[src/rtl/mem_code_ctrl_if.sv]
// Loader and fetch bus for mem_code_ctrl: master = host/fetch side, slave = code memory.
interface mem_code_ctrl_if #(
  parameter int DW    = 16,
  parameter int DEPTH = 16
);
  localparam int AW = $clog2(DEPTH);

  logic          load_start;
  logic          ld_valid;
  logic [DW-1:0] ld_data;
  logic          ld_last;
  logic          ld_ready;
  logic          ld_done;
  logic [AW:0]   code_len;
  logic          busy;
  logic          fetch_req;
  logic [AW-1:0] fetch_addr;
  logic          fetch_valid;
  logic [DW-1:0] fetch_opcode;
  logic          fetch_err;

  modport master (
    output load_start, ld_valid, ld_data, ld_last, fetch_req, fetch_addr,
    input  ld_ready, ld_done, code_len, busy, fetch_valid, fetch_opcode, fetch_err
  );

  modport slave (
    input  load_start, ld_valid, ld_data, ld_last, fetch_req, fetch_addr,
    output ld_ready, ld_done, code_len, busy, fetch_valid, fetch_opcode, fetch_err
  );
endinterface

[src/rtl/mem_code_ctrl.sv]
// Instruction store with a valid/ready program loader and a 1-cycle registered fetch port.
// Optional per-word even parity with sticky par_err when MEM_CODE_PARITY_EN is defined.
module mem_code_ctrl #(
  parameter int            DW       = 16,
  parameter int            DEPTH    = 16,
  parameter logic [DW-1:0] NOP_WORD = '0
) (
  input logic            clk,
  input logic            rst,
  mem_code_ctrl_if.slave bus
`ifdef MEM_CODE_PARITY_EN
  ,
  output logic           par_err
`endif
);
  localparam int AW = $clog2(DEPTH);

  localparam logic [1:0] S_IDLE  = 2'd0;
  localparam logic [1:0] S_LOAD  = 2'd1;
  localparam logic [1:0] S_READY = 2'd2;

  logic [1:0]    r_state;
  logic [AW-1:0] r_wptr;
  logic [AW:0]   r_code_len;
  logic          r_ld_done;
  logic          r_fetch_valid;
  logic          r_fetch_err;
  logic [DW-1:0] r_fetch_opcode;
  logic [DW-1:0] r_mem [DEPTH];

  logic          w_xfer;
  logic          w_final;
  logic          w_in_range;
  logic          w_hit;
  logic [DW-1:0] w_rd_word;

  assign w_xfer     = (r_state == S_LOAD) && bus.ld_valid;
  // A full array ends the load regardless of ld_last.
  assign w_final    = bus.ld_last || (r_wptr == AW'(DEPTH - 1));
  assign w_rd_word  = r_mem[bus.fetch_addr];
  assign w_in_range = (r_state == S_READY) && ({1'b0, bus.fetch_addr} < r_code_len);

`ifdef MEM_CODE_PARITY_EN
  logic r_par [DEPTH];
  logic w_par_ok;

  assign w_par_ok = ~(^{w_rd_word, r_par[bus.fetch_addr]});
  assign w_hit    = w_in_range && w_par_ok;

  always_ff @(posedge clk) begin
    if (w_xfer && !rst) begin
      r_par[r_wptr] <= ^bus.ld_data;
    end
  end

  always_ff @(posedge clk) begin
    if (rst || (bus.load_start && (r_state != S_LOAD))) begin
      par_err <= 1'b0;
    end else if (bus.fetch_req && w_in_range && !w_par_ok) begin
      par_err <= 1'b1;
    end
  end
`else
  assign w_hit = w_in_range;
`endif

  // Array is never cleared; reset only makes old contents unreachable.
  always_ff @(posedge clk) begin
    if (w_xfer && !rst) begin
      r_mem[r_wptr] <= bus.ld_data;
    end
  end

  always_ff @(posedge clk) begin
    if (rst) begin
      r_state        <= S_IDLE;
      r_wptr         <= '0;
      r_code_len     <= '0;
      r_ld_done      <= 1'b0;
      r_fetch_valid  <= 1'b0;
      r_fetch_opcode <= NOP_WORD;
      r_fetch_err    <= 1'b0;
    end else begin
      r_ld_done     <= 1'b0;
      r_fetch_valid <= bus.fetch_req;
      // Fetch uses the pre-edge state and length, so a same-cycle load_start sees old contents.
      if (bus.fetch_req) begin
        r_fetch_opcode <= w_hit ? w_rd_word : NOP_WORD;
        r_fetch_err    <= !w_hit;
      end
      case (r_state)
        S_LOAD: begin
          if (w_xfer) begin
            r_wptr     <= r_wptr + 1'b1;
            r_code_len <= {1'b0, r_wptr} + (AW + 1)'(1);
            if (w_final) begin
              r_state   <= S_READY;
              r_ld_done <= 1'b1;
            end
          end
        end
        default: begin
          if (bus.load_start) begin
            r_state    <= S_LOAD;
            r_wptr     <= '0;
            r_code_len <= '0;
          end
        end
      endcase
    end
  end

  assign bus.ld_ready     = (r_state == S_LOAD);
  assign bus.busy         = (r_state == S_LOAD);
  assign bus.ld_done      = r_ld_done;
  assign bus.code_len     = r_code_len;
  assign bus.fetch_valid  = r_fetch_valid;
  assign bus.fetch_opcode = r_fetch_opcode;
  assign bus.fetch_err    = r_fetch_err;
endmodule

[src/flat_wrapper.sv]
// flat-port wrapper written by rule: the top's interface ports become plain ports
module mem_code_ctrl_flat 
#(
  parameter int            DW       = 16,
  parameter int            DEPTH    = 16,
  parameter logic [DW-1:0] NOP_WORD = '0
)
  (clk, rst, bus_load_start, bus_ld_valid, bus_ld_data, bus_ld_last, bus_fetch_req, bus_fetch_addr, bus_ld_ready, bus_ld_done, bus_code_len, bus_busy, bus_fetch_valid, bus_fetch_opcode, bus_fetch_err);
  mem_code_ctrl_if #(.DW(DW), .DEPTH(DEPTH)) bus_i ();
  input logic clk;
  input logic rst;
  input wire logic [$bits(bus_i.load_start)-1:0] bus_load_start;
  input wire logic [$bits(bus_i.ld_valid)-1:0] bus_ld_valid;
  input wire logic [$bits(bus_i.ld_data)-1:0] bus_ld_data;
  input wire logic [$bits(bus_i.ld_last)-1:0] bus_ld_last;
  input wire logic [$bits(bus_i.fetch_req)-1:0] bus_fetch_req;
  input wire logic [$bits(bus_i.fetch_addr)-1:0] bus_fetch_addr;
  output wire logic [$bits(bus_i.ld_ready)-1:0] bus_ld_ready;
  output wire logic [$bits(bus_i.ld_done)-1:0] bus_ld_done;
  output wire logic [$bits(bus_i.code_len)-1:0] bus_code_len;
  output wire logic [$bits(bus_i.busy)-1:0] bus_busy;
  output wire logic [$bits(bus_i.fetch_valid)-1:0] bus_fetch_valid;
  output wire logic [$bits(bus_i.fetch_opcode)-1:0] bus_fetch_opcode;
  output wire logic [$bits(bus_i.fetch_err)-1:0] bus_fetch_err;
  assign bus_i.load_start = bus_load_start;
  assign bus_i.ld_valid = bus_ld_valid;
  assign bus_i.ld_data = bus_ld_data;
  assign bus_i.ld_last = bus_ld_last;
  assign bus_i.fetch_req = bus_fetch_req;
  assign bus_i.fetch_addr = bus_fetch_addr;
  assign bus_ld_ready = bus_i.ld_ready;
  assign bus_ld_done = bus_i.ld_done;
  assign bus_code_len = bus_i.code_len;
  assign bus_busy = bus_i.busy;
  assign bus_fetch_valid = bus_i.fetch_valid;
  assign bus_fetch_opcode = bus_i.fetch_opcode;
  assign bus_fetch_err = bus_i.fetch_err;
  mem_code_ctrl #(.DW(DW), .DEPTH(DEPTH), .NOP_WORD(NOP_WORD)) u_core (.clk(clk), .rst(rst), .bus(bus_i));
endmodule
[config.mk]
export PLATFORM = sky130hd
export DESIGN_NAME = mem_code_ctrl_flat
export DESIGN_NICKNAME = d
export VERILOG_FILES = /design/src/rtl/mem_code_ctrl_if.sv /design/src/rtl/mem_code_ctrl.sv /design/src/flat_wrapper.sv
export SDC_FILE = /design/constraint.sdc
export NUM_CORES = 1
export LEC_CHECK = 0
export ABC_AREA = 1
export BUFFER_PORTS_ARGS = -buffer_cell sky130_fd_sc_hd__buf_2
export CAP_MARGIN = 5
export CORE_ASPECT_RATIO = 1.5
export CORE_MARGIN = 2
export CORE_UTILIZATION = 30
export CTS_CLUSTER_SIZE = 12
export DETAILED_ROUTE_END_ITERATION = 10
export SYNTH_ARGS = -nofsm -noshare
export SYNTH_HDL_FRONTEND = slang
export SYNTH_SLANG_ARGS = --single-unit
export TNS_END_PERCENT = 10
[constraint.sdc]
create_clock -name clk -period 5.47 [get_ports clk]
set_clock_uncertainty 0.2 [all_clocks]
set_input_delay 1.641 -clock clk [delete_from_list [all_inputs] [get_ports clk]]
set_output_delay 1.641 -clock clk [all_outputs]
set_load 0.01 [all_outputs]
==> flow_summary.json <==
{
  "instances_no_fill": 1517,
  "grt-ovfl-total": 0,
  "required_ns": 5.68,
  "syn-cell-area_mm2": 0.0114,
  "synth-async-reset-ratio": 0,
  "cp_max_fo": 97,
  "die_h_um": 243,
  "grt_pass1_wl_mm": 46.4,
  "port_buffers": 51,
  "firstDrtPassIters": 5,
  "htree_levels": 1,
  "cp-startpoint": "bus_fetch_addr[0]",
  "internal_power_w": 0.00335,
  "drv_cap": 0,
  "grt_pass1_vias": 7271,
  "endpoint": "u_core.bus.fetch_opcode[2]",
  "critPathKind": "input port to register",
  "cts-root-buf": "clkbuf_16",
  "power_frac_seq": 0.548,
  "ios": 52,
  "busiest_layer": "met2",
  "whs_path_depth": 2,
  "synth_top_area_frac": 0.674,
  "cts.sinks": 282,
  "worstHoldStart": "u_core.bus.fetch_opcode[0]",
  "ys_warn_count": 0,
  "dieArea_mm2": 0.0396,
  "hold_viol": 0,
  "r2r_cells": 6,
  "num_vias": 7536,
  "synth_top_area_cell": "edfxtp_1",
  "met1_usage": 0.192,
  "cts_buffer_depth": 3,
  "wl_mm": 31.4,
  "netlist_top_cells_count": "nand2_1, edfxtp_1, nand3_1",
  "ir_drop_mv": 0.231,
  "ys.flop_type": "edfxtp_1",
  "drcViolationCount": 0,
  "grt_use_met3": 0.0167,
  "routed_via_density": 4.97,
  "drtIter0Drc": 655,
  "power_density_mw_per_mm2": 335,
  "syn-instance-count": 971,
  "ys_ff_latch": 282,
  "synth_cell_types": 24,
  "wl_per_cell_um": 20.7,
  "swShare": 0.222,
  "worst-endpoint-arrival_ns": 3.94,
  "cts_setup_buffers": 0,
  "cts_resized": 0,
  "finalSetupTns_ns": 0,
  "ctsHoldBuffers": 0,
  "setup_viol": 0,
  "critPathLaunchType": "input port",
  "p_switching_w": 0.000955,
  "hp-class": "register to register",
  "synth.area.top_cells": "edfxtp_1, nand3_1, nand2_1",
  "grt_usage": 0.157,
  "hpwlAfterDp_mm": 19.6,
  "r2r-end": "u_core.r_mem[0][14]",
  "num_rows": 87,
  "place_congestion": 0.838,
  "nets": 1040,
  "fmax_mhz": 268,
  "numCtsBuffers": 27,
  "ff2ff_setup_slack_ns": 2.74,
  "p_clk_frac": 0.394,
  "p_leak_nw": 4.52,
  "synth_edf_count": 256,
  "rsz0062_at_grt": "false",
  "grt_use_met2": 0.261,
  "ant_nets": 0,
  "avgSynthCellArea_um2": 11.7,
  "start_util": 0.304,
  "antenna_found_initial": 2,
  "finalCriticalPeriod_ns": 3.73,
  "yosysMostFrequentCell": "nand2_1",
  "clk_latency_ns": 0.55,
  "worstMarginPinSlew_ns": 1.13,
  "report.final.slew_viol_count": 0,
  "max_slew_margin": 0.243,
  "area_growth_pct": 12.5,
  "core_mm2": 0.0376,
  "grt_max_degree": 98,
  "place_inst": 1466,
  "clkTransAtPathRegs_ns": 0.06,
  "yosysSeqAreaShare": 0.720,
  "cts_tree": "built",
  "drive_above_1_share": 0.110,
  "combPwrFrac": 0.058,
  "end_kind": "register",
  "r2r_start": "u_core.r_state[0]",
  "fin_crit_sh": 0.682,
  "syn-num-nets": 1004,
  "dieWidth_um": 163,
  "run_status": "finished, final reports clean"
}
metrics by stage:
step	setup slack, ns	hold slack [ns]	power [W]	instance area [µm²]	utilization
after floorplan	1.65	0.244	0.00255	11400	-
after global placement	1.17	0.255	0.00265	12000	0.320
after detailed placement	1.18	0.259	0.00265	12000	0.320
after CTS	1.74	0.268	0.00433	12800	0.341
after global routing	1.63	0.282	0.00443	12800	0.342
final	1.74	0.273	0.00430	12800	0.342
per-layer routing:
layer	vias up	wire [µm]	share of wire
li1	3472	-	-
met1	3687	12200	0.39
met2	296	15300	0.49
met3	77	1630	0.052
met4	4	2160	0.069
met5	-	27	0.00086
cell families (layout without fill, tap and decap cells):
| family | count (synthesis) | in the layout | share of synthesized area |
|---|---|---|---|
| flops | 282 | 282 | 0.720 |
| buf+inv | 88 | 144 | 0.0444 |
| other cells | 0 | 1 | 0 |
| simple gates | 567 | 567 | 0.215 |
| fa+ha+maj | 7 | 7 | 0.00768 |
| compound gates | 27 | 27 | 0.0126 |
power by group through the flow:
stage | registers [W] | clock network (W) | logic (W)
6_report | 0.00236 | 0.00170 | 0.000248
5_1_grt | 0.00236 | 0.00180 | 0.000271
4_1_cts | 0.00236 | 0.00172 | 0.000247
3_5_place_dp | 0.00240 | 0 | 0.000246
3_3_place_gp | 0.00240 | 0 | 0.000244
2_1_floorplan | 0.00240 | 0 | 0.000144
worst max-delay path: stages:
cell and delay, ns:
buf_4 0.35, clkinv_2 0.52, buf_12 0.37, nand2_1 0.14, nand3_1 0.12, nand3_1 0.16, nand3_1 0.19, nand3_1 0.17
a21oi_1 0.08
flip-flops by register name, indices dropped and copies added, names as in the netlist:
register,count
u_core.r_mem,256
u_core.r_state,2
u_core.bus.fetch_valid,1
u_core.bus.ld_done,1
u_core.bus.fetch_opcode,16
u_core.bus.code_len,5
u_core.bus.fetch_err,1
area by class of cell:
type / instances / area, µm²
Fill cell: 3736 / 24700
Sequential cell: 282 / 8210
Multi-Input combinational cell: 601 / 2740
Clock buffer: 46 / 757
Tap cell: 489 / 612
Timing Repair Buffer: 63 / 380
Inverter: 32 / 121
Clock inverter: 3 / 16.3
Antenna cell: 1 / 2.50
layout by cell type, fill, tap and decap left out, types with 3 or more instances in the layout:
cell / Yosys / layout
clkbuf_1: 12 / 18
dfxtp_1: 26 / 26
nand3_1: 240 / 240
nor3_2: 1 / 4
buf_2: 15 / 50
nor2_1: 19 / 6
a21oi_1: 21 / 21
clkinv_1: 1 / 3
nor2_2: 0 / 13
nand2_1: 297 / 297
nor3_1: 7 / 4
edfxtp_1: 256 / 256
ha_1: 7 / 7
inv_1: 29 / 29
o21ai_0: 3 / 3
buf_4: 12 / 11
clkbuf_16: 0 / 27
worst min-delay path by stage:
| stage | endpoint | slack (ns) |
|---|---|---|
| 2_1_floorplan | u_core.r_state[1] | 0.24 |
| 3_3_place_gp | u_core.bus.fetch_opcode[0] | 0.26 |
| 3_5_place_dp | u_core.bus.fetch_opcode[0] | 0.26 |
| 4_1_cts | u_core.bus.fetch_opcode[0] | 0.27 |
| 5_1_grt | u_core.bus.fetch_opcode[0] | 0.28 |
| 6_report | u_core.bus.fetch_opcode[0] | 0.27 |
Note: power is estimated with default switching activity, not from simulation.
